<file path="src/rtl/pipeline_stall_controller_pkg.sv">
// Shared types and defaults for the pipeline stall controller.
// Holds FSM encoding and per-stage control bundles.
package pipeline_stall_controller_pkg;

  typedef enum logic [1:0] {
    RUN      = 2'd0,
    MEM_WAIT = 2'd1,
    MDU_WAIT = 2'd2
  } state_e;

  localparam int unsigned MDU_LATENCY_DEF = 32;
  localparam int unsigned MEM_TIMEOUT_DEF = 64;
  localparam int unsigned CNT_W_DEF       = 32;

  typedef struct packed {
    logic pc_write;
    logic if_id_write;
    logic if_id_flush;
    logic id_ex_write;
    logic id_ex_bubble;
    logic ex_mem_write;
    logic ex_mem_bubble;
  } stage_ctrl_t;

  localparam stage_ctrl_t CTRL_RUN    = 7'b1101010;
  localparam stage_ctrl_t CTRL_FREEZE = 7'b0000000;
  localparam stage_ctrl_t CTRL_FLUSH  = 7'b1111110;
  localparam stage_ctrl_t CTRL_MDU    = 7'b0000011;
  localparam stage_ctrl_t CTRL_LDUSE  = 7'b0001110;

endpackage

</file>
<file path="src/rtl/pipeline_stall_controller_sat_counter.sv">
// Saturating statistics counter with synchronous clear.
// Clear wins over increment in the same cycle.
module sat_counter #(
  parameter int unsigned W = 32
) (
  input  logic         clk,
  input  logic         rst_n,
  input  logic         inc,
  input  logic         clr,
  output logic [W-1:0] cnt
);

  logic [W-1:0] cnt_q, cnt_d;

  always_comb begin
    cnt_d = cnt_q;
    if (clr) begin
      cnt_d = '0;
    end else if (inc && (cnt_q != '1)) begin
      cnt_d = cnt_q + W'(1);
    end
  end

  always_ff @(posedge clk or negedge rst_n) begin
    if (!rst_n) begin
      cnt_q <= '0;
    end else begin
      cnt_q <= cnt_d;
    end
  end

  assign cnt = cnt_q;

endmodule

</file>
<file path="src/rtl/pipeline_stall_controller.sv">
// Arbitrates stall/freeze/flush requests into per-stage
// write enables and bubbles; keeps stall and flush stats.
module pipeline_stall_controller
  import pipeline_stall_controller_pkg::*;
#(
  parameter int unsigned MDU_LATENCY = MDU_LATENCY_DEF,
  parameter int unsigned MEM_TIMEOUT = MEM_TIMEOUT_DEF,
  parameter int unsigned CNT_W       = CNT_W_DEF
) (
  input  logic             clk,
  input  logic             rst_n,
  input  logic             ld_use_hazard,
  input  logic             branch_taken,
  input  logic             mdu_start,
  input  logic             dmem_req,
  input  logic             dmem_ready,
  input  logic             clr_stats,
  output logic             pc_write,
  output logic             if_id_write,
  output logic             if_id_flush,
  output logic             id_ex_write,
  output logic             id_ex_bubble,
  output logic             ex_mem_write,
  output logic             ex_mem_bubble,
  output logic             mdu_busy,
  output logic             mem_timeout,
  output logic [CNT_W-1:0] stall_cycles,
  output logic [CNT_W-1:0] flush_count,
  output logic [1:0]       state_dbg
);

  localparam logic [7:0]  LAT_INIT = 8'(MDU_LATENCY - 1);
  localparam logic [31:0] TMO      = 32'(MEM_TIMEOUT);

  state_e      state_q, state_d;
  state_e      run_next;
  logic [7:0]  lat_q, lat_d;
  logic [31:0] tmo_q, tmo_d;
  logic        tout_q, tout_d;
  logic        skip_q, skip_d;
  logic        run_dec;
  logic        run_flush;
  logic        flush_inc;
  logic        stall_inc;
  stage_ctrl_t run_ctrl, ctrl, ctrl_o;

  always_comb begin : run_decode
    run_ctrl  = CTRL_RUN;
    run_next  = RUN;
    run_flush = 1'b0;
    if (branch_taken) begin
      run_ctrl  = CTRL_FLUSH;
      run_flush = 1'b1;
    end else if (mdu_start && !skip_q) begin
      run_ctrl = CTRL_MDU;
      run_next = MDU_WAIT;
    end else if (ld_use_hazard) begin
      run_ctrl = CTRL_LDUSE;
    end
  end

  always_comb begin : fsm
    ctrl    = CTRL_RUN;
    state_d = RUN;
    lat_d   = lat_q;
    tmo_d   = tmo_q;
    tout_d  = tout_q;
    run_dec = 1'b0;
    case (state_q)
      RUN: begin
        if (dmem_req && !dmem_ready) begin
          ctrl    = CTRL_FREEZE;
          state_d = MEM_WAIT;
        end else begin
          run_dec = 1'b1;
        end
      end
      MEM_WAIT: begin
        if (!dmem_ready) begin
          ctrl    = CTRL_FREEZE;
          state_d = MEM_WAIT;
          if (tmo_q < TMO) tmo_d = tmo_q + 32'd1;
          if (tmo_q + 32'd1 >= TMO) tout_d = 1'b1;
        end else begin
          tmo_d   = '0;
          run_dec = 1'b1;
        end
      end
      MDU_WAIT: begin
        ctrl = CTRL_MDU;
        if (lat_q > 8'd1) begin
          lat_d   = lat_q - 8'd1;
          state_d = MDU_WAIT;
        end
      end
      default: ;
    endcase
    if (run_dec) begin
      ctrl    = run_ctrl;
      state_d = run_next;
      if (run_next == MDU_WAIT) lat_d = LAT_INIT;
    end
    // the held mult/div must not relaunch on its first RUN cycle
    skip_d = ((state_q == MDU_WAIT) && (state_d == RUN))
           || (skip_q && !run_dec);
  end

  always_ff @(posedge clk or negedge rst_n) begin
    if (!rst_n) begin
      state_q <= RUN;
      lat_q   <= '0;
      tmo_q   <= '0;
      tout_q  <= 1'b0;
      skip_q  <= 1'b0;
    end else begin
      state_q <= state_d;
      lat_q   <= lat_d;
      tmo_q   <= tmo_d;
      tout_q  <= tout_d;
      skip_q  <= skip_d;
    end
  end

  assign ctrl_o    = rst_n ? ctrl : CTRL_FREEZE;
  assign stall_inc = rst_n && !ctrl.pc_write;
  assign flush_inc = rst_n && run_dec && run_flush;

  assign pc_write      = ctrl_o.pc_write;
  assign if_id_write   = ctrl_o.if_id_write;
  assign if_id_flush   = ctrl_o.if_id_flush;
  assign id_ex_write   = ctrl_o.id_ex_write;
  assign id_ex_bubble  = ctrl_o.id_ex_bubble;
  assign ex_mem_write  = ctrl_o.ex_mem_write;
  assign ex_mem_bubble = ctrl_o.ex_mem_bubble;
  assign mdu_busy      = (state_q == MDU_WAIT);
  assign mem_timeout   = tout_q;
  assign state_dbg     = state_q;

  sat_counter #(.W(CNT_W)) u_stall_cnt (
    .clk   (clk),
    .rst_n (rst_n),
    .inc   (stall_inc),
    .clr   (clr_stats),
    .cnt   (stall_cycles)
  );

  sat_counter #(.W(CNT_W)) u_flush_cnt (
    .clk   (clk),
    .rst_n (rst_n),
    .inc   (flush_inc),
    .clr   (clr_stats),
    .cnt   (flush_count)
  );

endmodule

</file>
<file path="config.mk">
export PLATFORM = sky130hd
export DESIGN_NAME = pipeline_stall_controller
export DESIGN_NICKNAME = d
export VERILOG_FILES = /design/src/rtl/pipeline_stall_controller_pkg.sv /design/src/rtl/pipeline_stall_controller_sat_counter.sv /design/src/rtl/pipeline_stall_controller.sv
export SDC_FILE = /design/constraint.sdc
export NUM_CORES = 1
export LEC_CHECK = 0
export CELL_PAD_IN_SITES_DETAIL_PLACEMENT = 0
export CELL_PAD_IN_SITES_GLOBAL_PLACEMENT = 2
export CORE_MARGIN = 5
export CORE_UTILIZATION = 27
export DETAILED_ROUTE_END_ITERATION = 12
export GPL_TIMING_DRIVEN = 0
export PLACE_DENSITY_LB_ADDON = 0.1
export SETUP_SLACK_MARGIN = 0.1
export SYNTH_ARGS = -nofsm -noshare
export SYNTH_HDL_FRONTEND = slang
export SYNTH_SLANG_ARGS = --single-unit
</file>
<file path="constraint.sdc">
create_clock -name clk -period 2.85 [get_ports clk]
set_clock_uncertainty 0.1 [all_clocks]
set_input_delay 0.285 -clock clk [delete_from_list [all_inputs] [get_ports clk]]
set_output_delay 0.285 -clock clk [all_outputs]
set_load 0.05 [all_outputs]
</file>
# == After elaboration in Yosys (flattened, before gate mapping) ==
# Cells that the tools add are included.
# op_classes
addsub,4
n_mul,0
div_mod_pow,0
order_cmp,3
n_eq_ne,5
shift,0
mux,29
bitwise_logic,1
n_reduce_logical,21
# op_table
operator,n
2-to-1 mux 32 bit,6
"adder 32 x 1 -> 32 bit, second input constant",3
"inequality test 32 bit, second input constant",2
2-to-1 mux 7 bit,7
"greater-or-equal comparator 32 x 7 -> 1 bit, second input constant",1
"< comparator 32 x 7 -> 1 bit, second input constant",1
2-to-1 mux 8 bit,4
case mux 7 bit (3 select lines),1
logical AND 1 bit,9
"> comparator 8 x 1 -> 1 bit, second input constant",1
2-to-1 mux 2 bit,4
"subtractor 8 x 1 -> 8 bit, second input constant",1
case mux 2 bit (3 select lines),1
nonzero test 2 bit,3
2-to-1 mux 1 bit,5
"== test 2 bit, second input constant",2
zero test 1 bit,4
zero test 2 bit,2
AND reduction 3 bit,1
"== test 2 x 1 -> 1 bit, second input constant",1
case mux 1 bit (2 select lines),1
AND reduction 2 bit,1
logical OR 1 bit,1
inverter 1 bit,1
# word_totals
register_bits,108
latch_bits,0
mem_bits_rw,0
romBits,0
out_inout_bits,75
elab_cells,70
memories,0

# == Logic depth before layout (Yosys ltp) ==
# depth
word_depth,10
depth_mapped,9
depth_no_buf,8

# == Hierarchy ==
# From an unflattened synthesis, not the netlist that was laid out.
# hier_totals
hier_cells,672
area_unflattened_um2,6212.2
# modules_own_cells
module,instances,cells_each,area_each_um2,seq_area_each_um2
sat_counter,2,198,1854.3,800.8
pipeline_stall_controller,1,276,2503.7,1101.1

# == Worst setup path after synthesis ==
# Ideal clock, no wire load.
# synth_timing
path_type,register to output
start,"register state_q[1], in the netlist state_dbg[1]"
end,output port ex_mem_bubble
t_arrival_ps,2973
t_required_ps,2465
path_slack_ps,-508
path_stages_with_launch,5
path_buffers,0
cell_sequence,dfrtp_1 -> inv_1 -> nor2_1 -> inv_1 -> a21boi_0
# synth_via
elab_chain_cells,4
word_cells_on_any_way,7
# synth_rtl
item,line_no,source
"start, declared",pipeline_stall_controller.sv:35,"state_e state_q, state_d;"
"start signal, assigned",pipeline_stall_controller.sv:116,state_q <= state_d;
== test 2 bit,n/a,
net mdu_busy,pipeline_stall_controller.sv:25,"output logic mdu_busy,"
case mux 7 bit (3 select lines),pipeline_stall_controller.sv:69,case (state_q)
2-to-1 mux 7 bit,pipeline_stall_controller.sv:98,if (run_dec) begin
2-to-1 mux 7 bit,pipeline_stall_controller.sv:124,assign ctrl_o = rst_n ? ctrl : CTRL_FREEZE;
"end, declared",pipeline_stall_controller.sv:24,"output logic ex_mem_bubble,"
# The timed path passes the listed nets, and every way through them passes these cells.

# == Worst setup path in the final report ==
# layout_timing
start,"register state_q[0], in the netlist state_dbg[0]"
end,output port if_id_flush
# layout_via
elab_chain_cells,4
word_cells_on_any_way,7
# layout_rtl
item,line_no,source
== test 2 bit (tied with other cells),pipeline_stall_controller.sv:69,
case mux 7 bit (3 select lines) / case mux 1 bit (2 select lines) (equally long branches),pipeline_stall_controller.sv:69,
2-to-1 mux 7 bit *,pipeline_stall_controller.sv:98,
2-to-1 mux 7 bit *,pipeline_stall_controller.sv:124,
"end, declared",pipeline_stall_controller.sv:20,"output logic if_id_flush,"
# Every way passes the cells marked *; elsewhere a longest branch is shown, timed or not.

==> impl_metrics.py <==
metrics = {
    "sta": {
        "fin_crit_ns": 2.64,
        "fin_hold_ws_ns": 0.274,
        "grt_setup_unrepaired": "true",
        "finalSetupTns_ns": 0,
        "fmax_mhz": 379,
        "period_share": 0.925,
        "fin_ws_ns": 0.215,
        "slew_headroom": 0.621,
        "drv_slew": 0,
        "setup-violations-final": 0,
        "hold_viol": 0,
        "tightest_slew_ns": 0.562,
    },
    "floorplanning": {
        "std_cell_rows": 53,
        "initial_utilization": 0.273,
        "core_area_mm2": 0.0209,
        "ios": 83,
        "die_w_um": 155,
        "die_h_um": 155,
        "die_area_mm2": 0.0241,
    },
    "grt": {
        "grt_max_degree": 74,
        "first_global_vias": 4775,
        "grt_pass1_wl_um": 26000,
        "overflow": 0,
        "antenna_found_initial": 0,
        "grt_usage": 0.133,
    },
    "pwr": {
        "powerDensity_mw_per_mm2": 510,
        "ir_worst_vdd_v": 0.000297,
        "p_leak_nw": 2.86,
        "p_total_mw": 3.70,
    },
    "synth": {
        "syn_area_per_cell_um2": 9.11,
        "synth_top_family_by_area": "simple AND/OR/NAND/NOR gates",
        "async_flop_share": 1.00,
        "yosys_register_bits": 108,
        "synth_flop_cell": "dfrtp_1",
        "syn_inst": 626,
        "synthSimpleGateAreaFrac": 0.297,
        "yosys.area.top_type": "dfrtp_1",
        "synthAdderAreaFrac": 0.0110,
        "muxShareOfSynthArea": 0.00899,
        "yosys-top-cells-area": "dfrtp_1, nor2_1, xnor2_1, xor2_1, and2_1",
        "syn_nets": 639,
        "synth_top_area_share": 0.474,
        "yosys_warnings": 0,
        "yosys.area_share.xor_xnor": 0.0875,
        "synth-edff-count": 0,
        "synth_compound_area_frac": 0.0910,
        "yosys.cell_types.count": 56,
        "synthesis.area_mm2": 0.00571,
        "ys_seq_area_frac": 0.474,
    },
    "setup_path": {
        "endpoint_kind": "output pin",
        "crit_slowest_cell": "clkdlybuf4s50_1",
        "crit_chain": "nor2_2, o2111a_1, clkdlybuf4s50_1",
        "worst-endpoint-arrival_ns": 2.25,
        "required_ns": 2.47,
        "r2r_cells": 8,
        "cp_max_fo": 7,
        "start_kind": "register",
        "critical_path_class": "reg2out",
        "max_stage_delay_ns": 0.87,
    },
    "finish": {
        "final_cells": 1001,
        "syn2layout_area_growth_pct": 27.3,
        "mostFrequentLayoutCells": "dfrtp_1, nor2_1, clkdlybuf4s50_1",
        "final_common_cell": "dfrtp_1",
        "drive_above_1_share": 0.0689,
        "diodes": 0,
        "num-nets-final": 735,
    },
    "place": {
        "place_hpwl_um": 11200,
        "pre_cts_slack_ns": -0.433,
        "place_inst": 983,
        "place_congestion": 0.779,
        "portBuffers": 81,
    },
    "worst_hold_path": {
        "whs_path_depth": 2,
        "min_path_type": "in2reg",
    },
    "drt": {
        "drtAntennaViolNets": 0,
        "drcViolationCount": 0,
        "vias": 4812,
        "avgViaCountPerCell": 4.81,
        "finalWirelength_um": 15800,
        "wl_per_cell_um": 15.8,
        "dr.pass1.iters": 4,
        "drtIter0Drc": 186,
    },
    "clocking": {
        "cts_tree": "yes",
        "clk_latency_ns": 0.35,
        "clk_path_buf_depth": 2,
        "cts_buffers": 9,
        "clock_sinks": 108,
        "cts-root-buf": "clkbuf_16",
        "cts-htree-levels": 3,
        "cts.clk_slew.worst_paths_ns": 0.08,
    },
    "flow_run": {
        "maxCapViolCount": 0,
    },
    "status": {
        "outcome": "finished, final reports clean",
    },
}
[worst paths after layout]
check / slack, ns / from / endpoint
worst max-delay path: 0.21 / state_dbg[0] / if_id_flush
worst min-delay path: 0.27 / clr_stats / u_stall_cnt.cnt[8]
worst max register to register: 0.24 / tmo_q[0] / mem_timeout
worst min register to register: 0.38 / skip_q / skip_q
max in group asynchronous: 1.84 / rst_n / u_stall_cnt.cnt[2]
min in group asynchronous: 0.41 / rst_n / tmo_q[19]
[area by class of cell]
type	instances	area [um2]
multi-input cells	475	2890
well taps	275	344
clock buffers	10	229
repair buffers	85	871
inverters	17	63.8
plain buffers	26	118
flip-flops and latches	108	2700
fillers	2162	13600
clock inverters	5	38.8
[per-stage QoR]
step | instance area (um2) | util
after floorplan | 5710 | -
after CTS | 7230 | 0.346
after global routing | 7260 | 0.348
after detailed placement | 6890 | 0.330
after global placement | 6860 | 0.329
final | 7260 | 0.348
[state kept, by name, summed over array words and instances, names as in the netlist]
register and flops:
mem_timeout 1, lat_q 8, skip_q 1, tmo_q 32, state_dbg 2, u_flush_cnt.cnt 32, u_stall_cnt.cnt 32
[cells in the mapped netlist (all sizes together) (2+ instances only)]
master  number
or4          3
o41ai        2
a21oi       23
o21ai       30
nor4b        2
nor4        20
xor2        26
or2          4
nor3        21
nor3b        3
and2        31
nor2        80
nand2       51
and4        12
buf          6
a311oi       2
dfrtp      108
and3         9
nand2b       2
inv         17
ha           5
mux2i        4
o21bai       2
a211oi       3
nand4       28
xnor2       31
o31ai        5
nor2b        5
or3         16
nand3       35
clkbuf      20
a31oi        4
o211ai       5
[logic make-up (layout without fill, tap and decap cells)]
group                      Yosys count  after routing
and+or+nand+nor                    323            323
DFF                                108            108
AOI/OAI and AO/OA                   85             85
xor gates and xnor gates            57             57
buffers and inverters               43            143
adders and majority gates            5              5
muxes                                5              5
[where the power goes]
group	total [mW]	switching (mW)	internal [mW]
Sequential	1.70	0.0845	1.61
Clock	1.20	0.611	0.594
Combinational	0.799	0.540	0.259
Total	3.70	1.24	2.46
[critical path, delay by kind of cell, from the launching register on]
kind,cells,cell delay [ns]
DFF,1,0.48
buffers and inverters,1,0.87
AOI/OAI and AO/OA,1,0.34
and+or+nand+nor,1,0.20
[per-layer routing]
metal / GRT usage / wire length (um) / up-vias
met3: 0.0367 / 580 / 5
met2: 0.221 / 7520 / 68
met5: 0 / 0 / -
met1: 0.176 / 7580 / 2341
met4: 0.0217 / 106 / 0
li1: - / - / 2398
[timing repair]
action                     in CTS  in global routing
hold endpoints to repair       35                  0
hold buffers                    2                  0
setup buffers                   1                  0
pin swaps                       1                  0
gates resized for setup        16                  9
setup endpoints to repair      29                 12
(Power assumes the default switching activity.)
